File: src/rtl/decode_onehot_pkg.sv
// decode_pkg: shared constants and types for the registered one-hot decoder
// and the pulse-shaping helpers of the time-tagging path.
package decode_pkg;

    typedef enum logic {
        ST_IDLE   = 1'b0,
        ST_ACTIVE = 1'b1
    } state_t;

    localparam int CNT_W       = 8;
    localparam int STRETCH_MIN = 0;
    localparam int STRETCH_MAX = 255;
    localparam int SEL_W_MIN   = 1;
    localparam int SEL_W_MAX   = 5;

    // True when more than one bit of a (zero-extended) vector is set.
    function automatic logic is_multi_hot(input logic [31:0] v);
        return (v & (v - 32'd1)) != 32'd0;
    endfunction

endpackage

File: src/rtl/decode_onehot_stretch_counter.sv
// stretch_counter: loadable down-counter with a terminal-count flag.
// The flag is high while the count sits at 1, so the owner can end a pulse on
// the next edge; the count never wraps below zero.
module stretch_counter
    import decode_pkg::*;
#(
    parameter int W = CNT_W
) (
    input  logic         i_clk,
    input  logic         i_reset,
    input  logic         i_load,
    input  logic [W-1:0] i_load_val,
    input  logic         i_dec,
    output logic         o_expire
);

    logic [W-1:0] r_value;

    // Load takes priority over decrement; decrement stops at zero.
    always_ff @(posedge i_clk) begin
        if (i_reset) begin
            r_value <= '0;
        end else if (i_load) begin
            r_value <= i_load_val;
        end else if (i_dec && (r_value != '0)) begin
            r_value <= r_value - W'(1);
        end
    end

    assign o_expire = (r_value == W'(1));

endmodule

File: src/rtl/decode_onehot.sv
// decode_onehot: registered SEL_W-to-2^SEL_W one-hot decoder with select
// qualifier, pulse stretch (STRETCH>0) or level hold (STRETCH=0), retrigger
// handling and a sticky collision flag.
// Optional integrity guard enabled by defining DECODE_ONEHOT_CHECK_EN.
//
// state     | meaning
// ----------+---------------------------------------------------------
// ST_IDLE   | regout all zero, busy low, waiting for sel_valid
// ST_ACTIVE | regout one-hot, busy high, pulse running or level held
module decode_onehot
    import decode_pkg::*;
#(
    parameter int SEL_W   = 2,
    parameter int STRETCH = 1
) (
    input  logic                  i_clk,
    input  logic                  i_reset,
    input  logic [SEL_W-1:0]      i_sel,
    input  logic                  i_sel_valid,
    input  logic                  i_clear,
    output logic [(2**SEL_W)-1:0] o_regout,
    output logic                  o_busy,
    output logic                  o_collide,
    output logic                  o_onehot_err
);

    localparam int NOUT = 2**SEL_W;
    localparam logic [NOUT-1:0] ONE = NOUT'(1);
    localparam logic [CNT_W-1:0] STRETCH_LD = CNT_W'(STRETCH);
    localparam bit PULSE_MODE = (STRETCH != 0);

    state_t          r_state;
    logic [NOUT-1:0] r_regout;
    logic            r_busy;
    logic            r_collide;

    logic [NOUT-1:0] w_code;
    logic            w_cnt_load;
    logic [CNT_W-1:0] w_cnt_load_val;
    logic            w_cnt_dec;
    logic            w_expire;

    assign w_code = ONE << i_sel;

    // Clear forces the counter to zero; every accepted select reloads it.
    assign w_cnt_load     = i_clear || i_sel_valid;
    assign w_cnt_load_val = i_clear ? '0 : STRETCH_LD;
    assign w_cnt_dec      = PULSE_MODE && (r_state == ST_ACTIVE) && !i_sel_valid;

    stretch_counter #(
        .W (CNT_W)
    ) u_stretch_counter (
        .i_clk      (i_clk),
        .i_reset    (i_reset),
        .i_load     (w_cnt_load),
        .i_load_val (w_cnt_load_val),
        .i_dec      (w_cnt_dec),
        .o_expire   (w_expire)
    );

    // Decoder FSM; all outputs registered, clear outranks a same-cycle select.
    always_ff @(posedge i_clk) begin
        if (i_reset || i_clear) begin
            r_state   <= ST_IDLE;
            r_regout  <= '0;
            r_busy    <= 1'b0;
            r_collide <= 1'b0;
        end else begin
            case (r_state)
                ST_IDLE: begin
                    if (i_sel_valid) begin
                        r_regout <= w_code;
                        r_busy   <= 1'b1;
                        r_state  <= ST_ACTIVE;
                    end
                end
                ST_ACTIVE: begin
                    if (i_sel_valid) begin
                        if (w_code != r_regout) begin
                            r_collide <= 1'b1;
                        end
                        r_regout <= w_code;
                    end else if (PULSE_MODE && w_expire) begin
                        r_regout <= '0;
                        r_busy   <= 1'b0;
                        r_state  <= ST_IDLE;
                    end
                end
                default: begin
                    r_state  <= ST_IDLE;
                    r_regout <= '0;
                    r_busy   <= 1'b0;
                end
            endcase
        end
    end

`ifdef DECODE_ONEHOT_CHECK_EN
    logic r_onehot_err;

    // Sticky upset guard: only reset clears it, so a soft clear cannot hide an SEU.
    always_ff @(posedge i_clk) begin
        if (i_reset) begin
            r_onehot_err <= 1'b0;
        end else if (is_multi_hot(32'(r_regout))) begin
            r_onehot_err <= 1'b1;
        end
    end

    assign o_onehot_err = r_onehot_err;
`else
    assign o_onehot_err = 1'b0;
`endif

    assign o_regout  = r_regout;
    assign o_busy    = r_busy;
    assign o_collide = r_collide;

endmodule

File: config.mk
export PLATFORM = sky130hd
export DESIGN_NAME = decode_onehot
export DESIGN_NICKNAME = d
export VERILOG_FILES = /design/src/rtl/decode_onehot_pkg.sv /design/src/rtl/decode_onehot_stretch_counter.sv /design/src/rtl/decode_onehot.sv
export SDC_FILE = /design/constraint.sdc
export NUM_CORES = 1
export LEC_CHECK = 0
export CAP_MARGIN = 10
export CORE_MARGIN = 8
export CORE_UTILIZATION = 40
export DETAILED_ROUTE_END_ITERATION = 16
export PLACE_DENSITY = 0.68
export SYNTH_ARGS = -nofsm -noshare
export SYNTH_HDL_FRONTEND = slang
export SYNTH_HIERARCHICAL = 1
export SYNTH_SLANG_ARGS = --single-unit
File: constraint.sdc
create_clock -name i_clk -period 3.85 [get_ports i_clk]
set_input_delay 1.155 -clock i_clk [delete_from_list [all_inputs] [get_ports i_clk]]
set_output_delay 1.155 -clock i_clk [all_outputs]
set_load 0.1 [all_outputs]
==> flow_metrics.py <==
metrics = {
    "die": {
        "initial_utilization_pct": 41.4,
        "pin_count": 13,
        "dieArea_sq_um": 3980,
        "dieWidth_um": 63.1,
        "fp.dieH_um": 63.1,
        "rows": 17,
        "core_sq_um": 2150,
    },
    "synthesis": {
        "seq_area_frac_synth_pct": 33.8,
        "synth_most_common_cell": "dfxtp_1",
        "syn-mean-instance-area_sq_um": 8.71,
        "synth_top_area_share_pct": 33.8,
        "yosys_register_bits": 15,
        "syn_area_sq_um": 888,
        "postSynth.asyncResetShare_pct": 0,
        "synthTopCellsByCount": "dfxtp_1 (15), nor2_1 (13), inv_1 (10), a21oi_1 (8)",
        "yosys_warnings": 6,
        "synth_ff_type": "dfxtp_1",
        "synth_area_leaders": "dfxtp_1 (34%), a2111oi_4 (6.2%), nor2_1 (5.5%), a211oi_1 (5.1%), a21oi_1 (4.5%)",
        "yosysTopAreaCell": "dfxtp_1",
        "syn_inst": 102,
        "ys_types": 37,
        "synth-edff-count": 0,
    },
    "placed_design": {
        "routabilityCongestion": 0.782,
        "placed_area_sq_um": 1020,
        "portBuffers": 11,
        "place_ws_ns": 0.546,
        "hpwl_mm": 1.49,
    },
    "critical_path": {
        "max_stage_delay_ns": 0.56,
        "worstPathMaxFanout": 10,
        "slowest_stage": "clkdlybuf4s50_1",
        "reg2reg_to": "u_stretch_counter/r_value[5]",
        "arrival_ns": 3.22,
        "rrSetupSlack_ns": 1.71,
        "crit_chain": "clkdlybuf4s50_1 -> nor2_1 -> or3b_2 -> a21oi_1 -> a211oi_1 -> a2111oi_0",
        "cp-end-kind": "flop",
        "crit_type": "in2reg",
        "r2r_cells": 6,
        "reg2reg_from": "u_stretch_counter/r_value[0]",
        "critPathRequiredTime_ns": 4.00,
        "crit_path_start_kind": "input pin",
    },
    "clocking": {
        "clkTransAtPathRegs_ns": 0.09,
        "cts_num_sinks": 15,
        "cts_root_buf": "clkbuf_4",
        "cts_tree": "done",
        "cts_setup_buffers": 0,
        "htreeDepth": 1,
        "cts_buffers": 3,
        "ctsHoldBuffers": 0,
        "post_cts_resize_count": 0,
        "clockBufferDepth": 2,
        "clk-insertion-delay-late_ns": 0.27,
    },
    "global_routing": {
        "gr-total-overflow": 0,
        "antenna_found_initial": 0,
        "grt_first_pass_wirelength_mm": 3.22,
        "grt_pass1_vias": 729,
        "grt_max_degree": 15,
        "groute.usage.overall_pct": 9.83,
    },
    "route": {
        "dr_wl_met2_mm": 1.07,
        "wl_met1_um": 781,
        "routed.top_layer": "met4",
        "drc": 0,
        "via_count": 786,
        "viasPerCell": 5.35,
        "wl_per_cell_um": 13.2,
        "final_antenna_net_count": 0,
        "firstDrtPassIters": 4,
        "drt-total-wl_mm": 1.94,
        "wl_met3_um": 70,
        "drt_iter0_drc": 18,
    },
    "worst_hold_path": {
        "min_path_type": "reg2reg",
        "hold_end": "o_busy",
        "min_delay_path_depth": 2,
        "hold_start": "o_busy",
    },
    "power_and_ir_drop": {
        "power.leakage_nw": 0.375,
        "vdd_drop_max_mv": 0.164,
        "cellPowerDensity_nw_per_um2": 320,
    },
    "timing": {
        "worst_pin_slew_ns": 0.745,
        "fin_ws_ns": 0.779,
        "setup_viol": 0,
        "tns_ns": 0,
        "slew_violations": 0,
        "fin_crit_sh_pct": 79.8,
        "max_freq_mhz": 326,
        "fin_crit_ns": 3.07,
        "fin_skew_ns": 0.00115,
        "hold_viol": 0,
        "relSlewSlack_pct": 49.9,
        "grt_setup_unrepaired": "false",
    },
    "run_status": {
        "status": "finished clean",
    },
    "finish": {
        "fin_nets": 129,
        "num_antenna_cells": 0,
        "postLayoutCoreUtil_pct": 48.6,
        "final_cell_area_sq_um": 1040,
        "layout-drive-gt1-share_pct": 14.3,
        "syn_to_final_growth_pct": 17.5,
    },
    "run": {
        "maxCapViolCount": 0,
    },
}
worst max-delay path by stage:
stage	start	to	slack, ns	cells past startpoint
6_report	i_sel_valid	u_stretch_counter/r_value[5]	0.78	6
5_1_grt	i_sel_valid	u_stretch_counter/r_value[5]	0.63	6
4_1_cts	i_sel_valid	u_stretch_counter/r_value[5]	0.80	6
3_5_place_dp	i_sel_valid	u_stretch_counter/r_value[5]	0.55	6
3_3_place_gp	i_sel_valid	u_stretch_counter/r_value[5]	0.58	6
2_1_floorplan	i_sel_valid	u_stretch_counter/r_value[7]	1.15	6
layout by cell type (no fill, tap or decap), types with 3 or more instances in the layout:
cell type | netlist | layout
conb_1 | 1 | 8
clkbuf_4 | 1 | 3
inv_1 | 10 | 10
a211oi_1 | 6 | 6
nor2_1 | 13 | 13
ha_1 | 3 | 3
nand2_1 | 6 | 6
a21oi_1 | 8 | 8
clkdlybuf4s50_1 | 0 | 5
dfxtp_1 | 15 | 15
xnor2_1 | 4 | 4
buf_4 | 1 | 6
flip-flops by register name, indices dropped and copies added (netlist names):
register                   flops
o_collide                      1
r_state                        1
u_stretch_counter/r_value      8
o_regout                       4
o_busy                         1
cell families (layout without fill, tap and decap cells):
| group | count (synthesis) | after routing | share of synthesized area, % |
|---|---|---|---|
| flops | 15 | 15 | 33.8 |
| other cells | 1 | 8 | 0.422 |
| buf+inv | 15 | 25 | 7.32 |
| simple gates | 36 | 36 | 23.4 |
| compound gates | 28 | 28 | 26.9 |
| xor+xnor | 4 | 4 | 3.94 |
| fa+ha+maj | 3 | 3 | 4.23 |
power breakdown:
group / switching (mW) / internal [mW]
Sequential: 0.0103 / 0.163
Clock: 0.0485 / 0.0401
Combinational: 0.0460 / 0.0254
area by class of cell:
class / count / area (sq um)
multi-input cells: 79 / 549
repair buffers: 11 / 95.1
inverters: 10 / 37.5
fillers: 225 / 1100
flip-flops and latches: 15 / 300
clock buffers: 4 / 26.3
well taps: 28 / 35.0
metrics by stage:
| stage | power, mW | cells | hold WS [ns] |
|---|---|---|---|
| final | 0.334 | 147 | 0.555 |
| after global routing | 0.351 | 147 | 0.576 |
| after CTS | 0.339 | 147 | 0.555 |
| after detailed placement | 0.248 | 143 | 0.541 |
| after global placement | 0.246 | 143 | 0.524 |
| after floorplan | 0.231 | 109 | 0.496 |
routing by layer:
layer | global-route usage (%) | vias up
li1 | - | 403
met1 | 10.0 | 373
met2 | 17.8 | 8
met3 | 3.18 | 2
met4 | 4.27 | 0
met5 | 0 | -
critical path, delay by kind of cell:
family / cells / cell delay [ns]
and+or+nand+nor: 2 / 0.85
buffers and inverters: 1 / 0.56
AOI/OAI and AO/OA: 3 / 0.66
No activity file was read; power rests on OpenSTA's default activity.
